## src/rtl/pipe_hazard_ctrl_pkg.sv

```systemverilog
// Shared types and constants for the pipeline hazard controller.
// The scoreboard stores register addresses at a fixed SB_AW width so the
// entry type can live in a package; narrower address buses are zero-extended.
package pipe_hazard_pkg;

  localparam int SB_AW = 8;

  // Earliest position at which a result can be forwarded.
  localparam logic [1:0] RDY_ALU  = 2'd2;
  localparam logic [1:0] RDY_LOAD = 2'd3;

  // Forward-select value meaning "take the register file".
  localparam int FWD_RF = 0;

  typedef struct packed {
    logic             valid;
    logic [SB_AW-1:0] addr;
    logic [1:0]       rdy;
  } sb_entry_t;

  localparam sb_entry_t SB_EMPTY = '{valid: 1'b0, addr: '0, rdy: RDY_ALU};

endpackage

```

## src/rtl/pipe_hazard_ctrl_match.sv

```systemverilog
// Scoreboard lookup for one operand: finds the youngest in-flight producer of
// addr_i at or beyond position MIN_POS, reports its position as the select and
// flags a hazard when the value will not be ready by the consumer's use point.
module hazard_match
  import pipe_hazard_pkg::*;
#(
  parameter int DEPTH   = 3,
  parameter int AW      = 5,
  parameter int FW      = 2,
  parameter int MIN_POS = 1
) (
  input  sb_entry_t         sb_i [DEPTH],
  input  logic [AW-1:0]     addr_i,
  input  logic              use_pos_i,
  output logic              haz_o,
  output logic [FW-1:0]     sel_o
);

  logic found;

  // Scan from the youngest position; $0 never matches.
  always_comb begin
    found = 1'b0;
    haz_o = 1'b0;
    sel_o = FW'(FWD_RF);
    for (int i = MIN_POS - 1; i < DEPTH; i++) begin
      if (!found && sb_i[i].valid && (addr_i != '0) &&
          (sb_i[i].addr == SB_AW'(addr_i))) begin
        found = 1'b1;
        sel_o = FW'(i + 1);
        haz_o = (i + 1 + int'(use_pos_i)) < int'(sb_i[i].rdy);
      end
    end
  end

endmodule

```

## src/rtl/pipe_hazard_ctrl.sv

```systemverilog
// Hazard, forwarding and stall controller for the in-order pipeline.
// Define HAZ_MC_EN to build the multi-cycle EX counter and the ex_hold path;
// without it id_mc/id_mc_cycles are ignored and ex_hold/exmem_bubble stay 0.
module pipe_hazard_ctrl
  import pipe_hazard_pkg::*;
#(
  parameter  int DEPTH = 3,
  parameter  int AW    = 5,
  parameter  int CNT_W = 5,
  localparam int FW    = $clog2(DEPTH + 1)
) (
  input  logic             clk,
  input  logic             rst,
  input  logic             id_valid,
  input  logic [AW-1:0]    id_rs,
  input  logic [AW-1:0]    id_rt,
  input  logic             id_rs_used,
  input  logic             id_rt_used,
  input  logic             id_use_early,
  input  logic             id_wr_en,
  input  logic [AW-1:0]    id_wr_addr,
  input  logic             id_is_load,
  input  logic             id_redirect,
  input  logic             id_mc,
  input  logic [CNT_W-1:0] id_mc_cycles,
  output logic             pc_we,
  output logic             ifid_we,
  output logic             ifid_flush,
  output logic             idex_bubble,
  output logic             ex_hold,
  output logic             exmem_bubble,
  output logic [FW-1:0]    fwd_id_rs,
  output logic [FW-1:0]    fwd_id_rt,
  output logic [FW-1:0]    fwd_ex_a,
  output logic [FW-1:0]    fwd_ex_b
);

  sb_entry_t     sb_q [DEPTH];
  sb_entry_t     sb_d [DEPTH];
  sb_entry_t     id_entry;
  logic [AW-1:0] ex_rs_q, ex_rs_d, ex_rt_q, ex_rt_d;
  logic [AW-1:0] id_rs_eff, id_rt_eff;
  logic          haz_rs, haz_rt, haz_ea, haz_eb;
  logic [FW-1:0] sel_rs, sel_rt, sel_ea, sel_eb;
  logic          stall, hold, advance;

  assign id_rs_eff = id_rs_used ? id_rs : '0;
  assign id_rt_eff = id_rt_used ? id_rt : '0;

  hazard_match #(.DEPTH(DEPTH), .AW(AW), .FW(FW), .MIN_POS(1)) u_match_id_rs (
    .sb_i(sb_q), .addr_i(id_rs_eff), .use_pos_i(~id_use_early), .haz_o(haz_rs), .sel_o(sel_rs));
  hazard_match #(.DEPTH(DEPTH), .AW(AW), .FW(FW), .MIN_POS(1)) u_match_id_rt (
    .sb_i(sb_q), .addr_i(id_rt_eff), .use_pos_i(~id_use_early), .haz_o(haz_rt), .sel_o(sel_rt));
  hazard_match #(.DEPTH(DEPTH), .AW(AW), .FW(FW), .MIN_POS(2)) u_match_ex_a (
    .sb_i(sb_q), .addr_i(ex_rs_q), .use_pos_i(1'b0), .haz_o(haz_ea), .sel_o(sel_ea));
  hazard_match #(.DEPTH(DEPTH), .AW(AW), .FW(FW), .MIN_POS(2)) u_match_ex_b (
    .sb_i(sb_q), .addr_i(ex_rt_q), .use_pos_i(1'b0), .haz_o(haz_eb), .sel_o(sel_eb));

  assign stall   = id_valid & (haz_rs | haz_rt);
  assign advance = id_valid & ~stall;

  assign id_entry = '{valid: advance & id_wr_en,
                      addr:  SB_AW'(id_wr_addr),
                      rdy:   id_is_load ? RDY_LOAD : RDY_ALU};

`ifdef HAZ_MC_EN
  logic [CNT_W-1:0] cnt_q, cnt_d;

  // Count down the extra EX cycles; load only when an mc op enters EX.
  always_comb begin
    cnt_d = cnt_q;
    if (cnt_q != '0) cnt_d = cnt_q - CNT_W'(1);
    else if (advance && id_mc) cnt_d = id_mc_cycles;
  end

  // Multi-cycle counter register; reset aborts any hold in progress.
  always_ff @(posedge clk or posedge rst) begin
    if (rst) cnt_q <= '0;
    else     cnt_q <= cnt_d;
  end

  assign hold = (cnt_q != '0);
`else
  logic unused_mc;
  assign unused_mc = id_mc ^ (^id_mc_cycles);
  assign hold      = 1'b0;
`endif

  // Scoreboard shift: normal advance ages every entry; a hold pins EX and
  // lets the older stages drain with an empty slot behind EX.
  always_comb begin
    for (int i = 0; i < DEPTH; i++) sb_d[i] = sb_q[i];
    if (hold) begin
      for (int i = DEPTH - 1; i >= 2; i--) sb_d[i] = sb_q[i - 1];
      sb_d[1] = SB_EMPTY;
    end else begin
      for (int i = DEPTH - 1; i >= 1; i--) sb_d[i] = sb_q[i - 1];
      sb_d[0] = id_entry;
    end
  end

  // EX operand addresses follow ID/EX: frozen on hold, cleared for a bubble.
  always_comb begin
    ex_rs_d = ex_rs_q;
    ex_rt_d = ex_rt_q;
    if (!hold) begin
      ex_rs_d = advance ? id_rs_eff : '0;
      ex_rt_d = advance ? id_rt_eff : '0;
    end
  end

  // Scoreboard and EX operand registers.
  always_ff @(posedge clk or posedge rst) begin
    if (rst) begin
      for (int i = 0; i < DEPTH; i++) sb_q[i] <= SB_EMPTY;
      ex_rs_q <= '0;
      ex_rt_q <= '0;
    end else begin
      sb_q    <= sb_d;
      ex_rs_q <= ex_rs_d;
      ex_rt_q <= ex_rt_d;
    end
  end

  // Pipeline controls with priority hold > stall > redirect.
  always_comb begin
    pc_we        = 1'b1;
    ifid_we      = 1'b1;
    ifid_flush   = 1'b0;
    idex_bubble  = 1'b0;
    ex_hold      = 1'b0;
    exmem_bubble = 1'b0;
    if (hold) begin
      pc_we        = 1'b0;
      ifid_we      = 1'b0;
      ex_hold      = 1'b1;
      exmem_bubble = 1'b1;
    end else if (stall) begin
      pc_we       = 1'b0;
      ifid_we     = 1'b0;
      idex_bubble = 1'b1;
    end else begin
      ifid_flush = id_redirect & id_valid;
    end
  end

  // ID forwarding only applies to operands consumed in ID and already ready.
  assign fwd_id_rs = (!id_use_early || haz_rs) ? FW'(FWD_RF) : sel_rs;
  assign fwd_id_rt = (!id_use_early || haz_rt) ? FW'(FWD_RF) : sel_rt;
  // A not-yet-ready producer is never a legal EX source; stalls keep this
  // case out of reach, so it only guards against selecting a stale stage.
  assign fwd_ex_a  = haz_ea ? FW'(FWD_RF) : sel_ea;
  assign fwd_ex_b  = haz_eb ? FW'(FWD_RF) : sel_eb;

endmodule

```

## config.mk

```make
export PLATFORM = sky130hd
export DESIGN_NAME = pipe_hazard_ctrl
export DESIGN_NICKNAME = d
export VERILOG_FILES = /design/src/rtl/pipe_hazard_ctrl_pkg.sv /design/src/rtl/pipe_hazard_ctrl_match.sv /design/src/rtl/pipe_hazard_ctrl.sv
export SDC_FILE = /design/constraint.sdc
export NUM_CORES = 1
export LEC_CHECK = 0
export ABC_AREA = 0
export BUFFER_PORTS_ARGS = -buffer_cell sky130_fd_sc_hd__buf_2
export CAP_MARGIN = 0
export CORE_MARGIN = 1
export CORE_UTILIZATION = 55
export DETAILED_ROUTE_END_ITERATION = 7
export PLACE_DENSITY = 0.87
export SYNTH_ARGS = -nofsm -noshare
export SYNTH_HDL_FRONTEND = slang
export SYNTH_SLANG_ARGS = --single-unit
```

## constraint.sdc

```tcl
create_clock -name clk -period 7.51 [get_ports clk]
set_input_delay 1.502 -clock clk [delete_from_list [all_inputs] [get_ports clk]]
set_output_delay 1.502 -clock clk [all_outputs]
set_load 0.005 [all_outputs]
```

* Word level (Yosys, flattened, before mapping)
Cells that the tools add are included.
Word-level totals: bits of input ports 30, output and inout bits 14, word-level logic and storage cells 113, register bits 34
Cells by class: $add $sub $neg 3, $lt $le $gt $ge 5, muxes and demuxes 38, reductions and logical operators 39, bitwise logic cells 7, equality and inequality tests 10
Operator list (count):
- less-than comparator 32 x 3 -> 1 bit | 3
- equality test 5 bit | 10
- logical AND 1 bit | 26
- two-way mux 2 bit | 12
- two-way mux 1 bit | 22
- two-way mux 5 bit | 4
- nonzero test 5 bit | 4
- logical NOT 1 bit | 7
- adder 2 x 1 -> 3 bit (first input constant) | 2
- AND 1 bit | 4
- less-than comparator 2 bit (first input constant) | 2
- adder 1 x 1 -> 2 bit (first input constant) | 1
- logical OR 1 bit | 2
- inverter 1 bit | 2
- bitwise OR 1 bit | 1

* Longest topological paths before layout
depth after elaboration 20, depth in mapped cells 9, gate-level depth less buffers 6

* By module
A second synthesis with hierarchy kept.
Unflattened totals: cell total of the unflattened synthesis 199, area, all modules 2034.5 µm²
By module, submodules not included:
- pipe_hazard_ctrl | instances 1, cells an instance 73, seq. area each 775.7 µm², area each 1056.0 µm²
- hazard_match (u_match_id_rs ...) | instances 2, cells an instance 38, seq. area each 0.0 µm², area each 317.8 µm²
- hazard_match (u_match_ex_a ...) | instances 2, cells an instance 25, seq. area each 0.0 µm², area each 171.4 µm²

* Worst setup path after synthesis
No wires, ideal clock.
kind input to output, start in id_rs[0], end out pc_we, cell stages on the path 8, path buffers 2, setup slack 2.894 ns, required time 6.008 ns, arrival 3.114 ns, path through buf_6 or4_4 o21ai_2 nor3_1 a21bo_2 a21oi_4 o21ai_0 buf_4
On the way: cells in the longest elaborated chain, start to end 18, elaborated cells between the ends (all ways) 23, classes of those cells 3 x eq/ne; 7 x mux; 2 x bitwise; 11 x reduce/logical
RTL lines:
- start, declared | line pipe_hazard_ctrl.sv:15 | input logic [AW-1:0] id_rs,
- two-way mux 5 bit * | line pipe_hazard_ctrl.sv:47 | assign id_rs_eff = id_rs_used ? id_rs : '0;
- nonzero test 5 bit | line pipe_hazard_ctrl_match.sv:27 | if (!found && sb_i[i].valid && (addr_i != '0) &&
- logical AND 1 bit (2 in a row) | line pipe_hazard_ctrl_match.sv:27
- two-way mux 1 bit | line pipe_hazard_ctrl_match.sv:27
- logical NOT 1 bit | line pipe_hazard_ctrl_match.sv:27
- logical AND 1 bit (3 in a row) | line pipe_hazard_ctrl_match.sv:27
- two-way mux 1 bit | line pipe_hazard_ctrl_match.sv:27
- logical NOT 1 bit | line pipe_hazard_ctrl_match.sv:27
- logical AND 1 bit (3 in a row) | line pipe_hazard_ctrl_match.sv:27
- two-way mux 1 bit * | line pipe_hazard_ctrl_match.sv:27
- bitwise OR 1 bit * | line pipe_hazard_ctrl.sv:59 | assign stall = id_valid & (haz_rs | haz_rt);
- AND 1 bit * | line pipe_hazard_ctrl.sv:59
- two-way mux 1 bit *
- end, declared | line pipe_hazard_ctrl.sv:26 | output logic pc_we,
Every way passes the cells marked *; elsewhere a longest branch is shown, timed or not.

* Worst setup path in the final report
start in id_rt_used, end out ifid_we
On the way: cells in the longest elaborated chain, start to end 18, elaborated cells between the ends (all ways) 23, classes of those cells 3 x eq/ne; 7 x mux; 2 x bitwise; 11 x reduce/logical
RTL lines:
- start, declared | line pipe_hazard_ctrl.sv:18 | input logic id_rt_used,
- two-way mux 5 bit * | line pipe_hazard_ctrl.sv:48 | assign id_rt_eff = id_rt_used ? id_rt : '0;
- nonzero test 5 bit | line pipe_hazard_ctrl_match.sv:27
- logical AND 1 bit (2 in a row) | line pipe_hazard_ctrl_match.sv:27
- two-way mux 1 bit | line pipe_hazard_ctrl_match.sv:27
- logical NOT 1 bit | line pipe_hazard_ctrl_match.sv:27
- logical AND 1 bit (3 in a row) | line pipe_hazard_ctrl_match.sv:27
- two-way mux 1 bit | line pipe_hazard_ctrl_match.sv:27
- logical NOT 1 bit | line pipe_hazard_ctrl_match.sv:27
- logical AND 1 bit (3 in a row) | line pipe_hazard_ctrl_match.sv:27
- two-way mux 1 bit * | line pipe_hazard_ctrl_match.sv:27
- bitwise OR 1 bit * | line pipe_hazard_ctrl.sv:59
- AND 1 bit * | line pipe_hazard_ctrl.sv:59
- two-way mux 1 bit * | line pipe_hazard_ctrl.sv:138 | end else if (stall) begin
- end, declared | line pipe_hazard_ctrl.sv:27 | output logic ifid_we,
Marks and branches as above.

==> results.json <==
{
  "worstSkewPairLatency_ps": 280,
  "all_layer_gr_usage_pct": 24.3,
  "post-cts-setup-buffer-count": 0,
  "final-hold-violation-count": 0,
  "tns_ps": 0,
  "number_of_vias_in_the_routed_layout": 1663,
  "setup.worst_path.start": "id_rt_used",
  "critPathCaptureType": "primary output",
  "synth_top_area_share_pct": 35.9,
  "max_cap_violations": 0,
  "post_drt_wl_per_cell_um": 15.4,
  "coreArea_um2": 3660,
  "cp_cell_sequence": "buf_2 > and3_1 > o211ai_1 > a2111oi_1 > o21ai_1 > a21oi_4 > o21ai_0 > buf_2",
  "layout_min_cycle_time_ps": 5170,
  "start_kind": "primary input",
  "numPortBuffers": 35,
  "post_synth.cell_area_avg_um2": 9.59,
  "detail_route.first_pass.iterations": 4,
  "std_cell_rows": 22,
  "chipWidth_um": 63.7,
  "cp_data_required_time_ps": 6010,
  "clock-skew-final_ps": 8.07,
  "dp_slack_ps": 2350,
  "p_int_uw": 268,
  "synth.yosys.seq_area_share_pct": 35.9,
  "cp_slowest_stage_delay_ps": 570,
  "gp_congestion": 0.838,
  "min_delay_path_depth": 0,
  "critPathMaxFanout": 17,
  "cts_root_buffer": "sky130_fd_sc_hd__clkbuf_8",
  "remaining_drc_errors": 0,
  "fin_nets": 267,
  "setup_repair_after_global_routing_missed_its_margin": "no",
  "synth_seq_cells": 30,
  "ys_async_sr_fraction_pct": 100,
  "crit_top_cell": "sky130_fd_sc_hd__buf_2",
  "critPathArrivalTime_ps": 3670,
  "drt_iter0_drc": 59,
  "hold_path.class": "register to register",
  "grt_max_degree": 31,
  "slew_viol_final": 0,
  "finalWorstSetupSlack_ps": 2340,
  "headroom_to_the_max_slew_limit_pct": 28.3,
  "max-vdd-ir-drop_mv": 0.132,
  "cts.reportedPaths.clkPinSlew_ps": 60,
  "path_class": "primary input to primary output",
  "wirelength_um": 4420,
  "grt_first_pass_wirelength_um": 7400,
  "yosys.area.top_type": "sky130_fd_sc_hd__dfrtp_1",
  "powerDensity_nw_per_um2": 165,
  "critical-path-slowest-cell": "sky130_fd_sc_hd__a2111oi_1",
  "post_cts_hold_buffer_count": 0,
  "post_route_cells_drive_above_1_share_pct": 27.7,
  "syn-instance-count": 218,
  "netSwitchingPower_uw": 103,
  "synth-edff-count": 0,
  "final-setup-viol-count": 0,
  "tightestPinTransition_ps": 1070,
  "totalPowerFinal_uw": 372,
  "cts_made_buffers": 5,
  "die_height_um": 63.7,
  "clock_tree_from_tritoncts": "yes",
  "ctsLongestPathBuffers": 2,
  "reg2reg_from": "sb_d[6]",
  "insertedDiodeCount": 0,
  "route.detailed.vias_per_inst": 5.81,
  "share_clk_of_total_power_pct": 35.7,
  "combPwrFrac_pct": 15.0,
  "fp.dieArea_um2": 4050,
  "timing.fmax_mhz": 194,
  "p_sw_share_pct": 27.8,
  "start_point_of_the_worst_min_delay_path": "sb_d[11]",
  "ctsHtreeMaxLevel": 2,
  "synth_cell_type_count": 50,
  "synth_area_leaders": "sky130_fd_sc_hd__dfrtp_1 36%, sky130_fd_sc_hd__xnor2_1 10%, sky130_fd_sc_hd__xor2_1 5.4%, sky130_fd_sc_hd__nor3_2 4.8%, sky130_fd_sc_hd__nand3_1 3.6%",
  "synth_most_common_cell": "sky130_fd_sc_hd__dfrtp_1",
  "place.detailed.hpwl_um": 3320,
  "starting_density_pct": 57.1,
  "final_antenna_net_count": 0,
  "floorplan.io_pins": 44,
  "grt_overflow": 0,
  "worstRegToRegCells": 6,
  "ys_dominant_reg_cell": "sky130_fd_sc_hd__dfrtp_1",
  "timing.final.crit_share_pct": 68.8,
  "cts.sinks": 30,
  "post_cts_resize_count": 0,
  "outcome": "complete, no violations",
  "cellLeakagePower_nw": 1.03,
  "synth_commonest_cells": "30 x sky130_fd_sc_hd__dfrtp_1, 24 x sky130_fd_sc_hd__xnor2_1, 17 x sky130_fd_sc_hd__nand2_1",
  "seq_power_share_pct": 49.3,
  "number_of_global_route_vias_before_repair": 1615,
  "area_growth_pct": 8.08,
  "antenna_found_initial": 0,
  "synth_warnings": 0,
  "syn-cell-area_um2": 2090
}
## worst max-delay path: cells and delay by family
kind | cells | cell delay, ps
AOI/OAI and AO/OA | 5 | 1540
and+or+nand+nor | 1 | 210
buffers and inverters | 2 | 410
## registers in the layout (all words and copies together) (netlist names)
signal,flops
ex_rs_q,5
ex_rt_q,5
sb_d,14
sb_q,6
## through the flow
step | instance area [µm²] | hold slack, ps | std cells | utilization (%)
CTS | 2260 | 385 | 286 | 61.7
finish | 2260 | 383 | 286 | 61.7
floorplan | 2090 | 349 | 219 | -
global route | 2260 | 392 | 286 | 61.7
detailed placement | 2160 | 370 | 278 | 59.1
global placement | 2160 | 364 | 278 | 59.1
## cells by family (layout without fill, tap and decap cells)
group           Yosys count  count (layout)  synth area share [%]
xor+xnor                 37              37                  15.5
buf+inv                  29              48                  8.80
compound gates           37              37                  14.7
flops                    30              30                  35.9
other cells               1               2                 0.179
simple gates             83              83                  24.5
mux                       1               1                 0.479
## metal layers
metal	share of wire (%)	routed length (µm)	up-vias	track usage, %
li1	-	-	801	-
met1	42	1850	811	28.6
met2	53	2340	41	43.2
met3	3.3	146	10	5.07
met4	1.8	78	0	8.52
met5	0	0	-	0
## cells in the final DEF (no fill, tap or decap), types with 2 or more instances in the layout
master	instances
sky130_fd_sc_hd__a21oi_1	2
sky130_fd_sc_hd__o211ai_1	2
sky130_fd_sc_hd__inv_1	5
sky130_fd_sc_hd__buf_2	35
sky130_fd_sc_hd__o2111a_1	2
sky130_fd_sc_hd__nor2b_1	2
sky130_fd_sc_hd__o221ai_1	2
sky130_fd_sc_hd__or2_2	2
sky130_fd_sc_hd__xor2_1	13
sky130_fd_sc_hd__and4bb_1	3
sky130_fd_sc_hd__a2bb2oi_1	2
sky130_fd_sc_hd__dfrtp_1	30
sky130_fd_sc_hd__a21oi_4	2
sky130_fd_sc_hd__nor2_1	7
sky130_fd_sc_hd__and2_1	2
sky130_fd_sc_hd__nand3_1	15
sky130_fd_sc_hd__nor4_1	5
sky130_fd_sc_hd__o21ai_0	9
sky130_fd_sc_hd__nand4_1	4
sky130_fd_sc_hd__nand2_1	17
sky130_fd_sc_hd__nor4b_1	2
sky130_fd_sc_hd__o211a_1	2
sky130_fd_sc_hd__nor3_1	5
sky130_fd_sc_hd__and3_1	4
sky130_fd_sc_hd__nor3_2	10
sky130_fd_sc_hd__clkbuf_8	6
sky130_fd_sc_hd__xnor2_1	24
sky130_fd_sc_hd__conb_1	2
sky130_fd_sc_hd__o21ai_2	2
## power by group through the flow
stage	clock network, mW	logic, mW	registers, mW
floorplan	0	0.0499	0.179
global placement	0	0.0533	0.185
detailed placement	0	0.0554	0.186
CTS	0.134	0.0557	0.183
global route	0.144	0.0626	0.184
finish	0.133	0.0556	0.183
## worst paths after layout
kind	slack (ps)	endpoint
setup / recovery	2340	ifid_we
hold / removal	380	sb_d[0]
setup reg to reg	5120	ex_rt_q[4]
hold reg to reg	380	sb_d[0]
max in group asynchronous	5380	ex_rt_q[2]
min in group asynchronous	1480	sb_d[14]
## area by class of cell
class	count	area (µm²)
inverters	5	18.8
clock buffers	6	82.6
repair buffers	35	175
flip-flops and latches	30	751
well taps	48	60.1
clock inverters	2	12.5
multi-input cells	160	1160
fillers	319	1400
(Power assumes the default switching activity.)
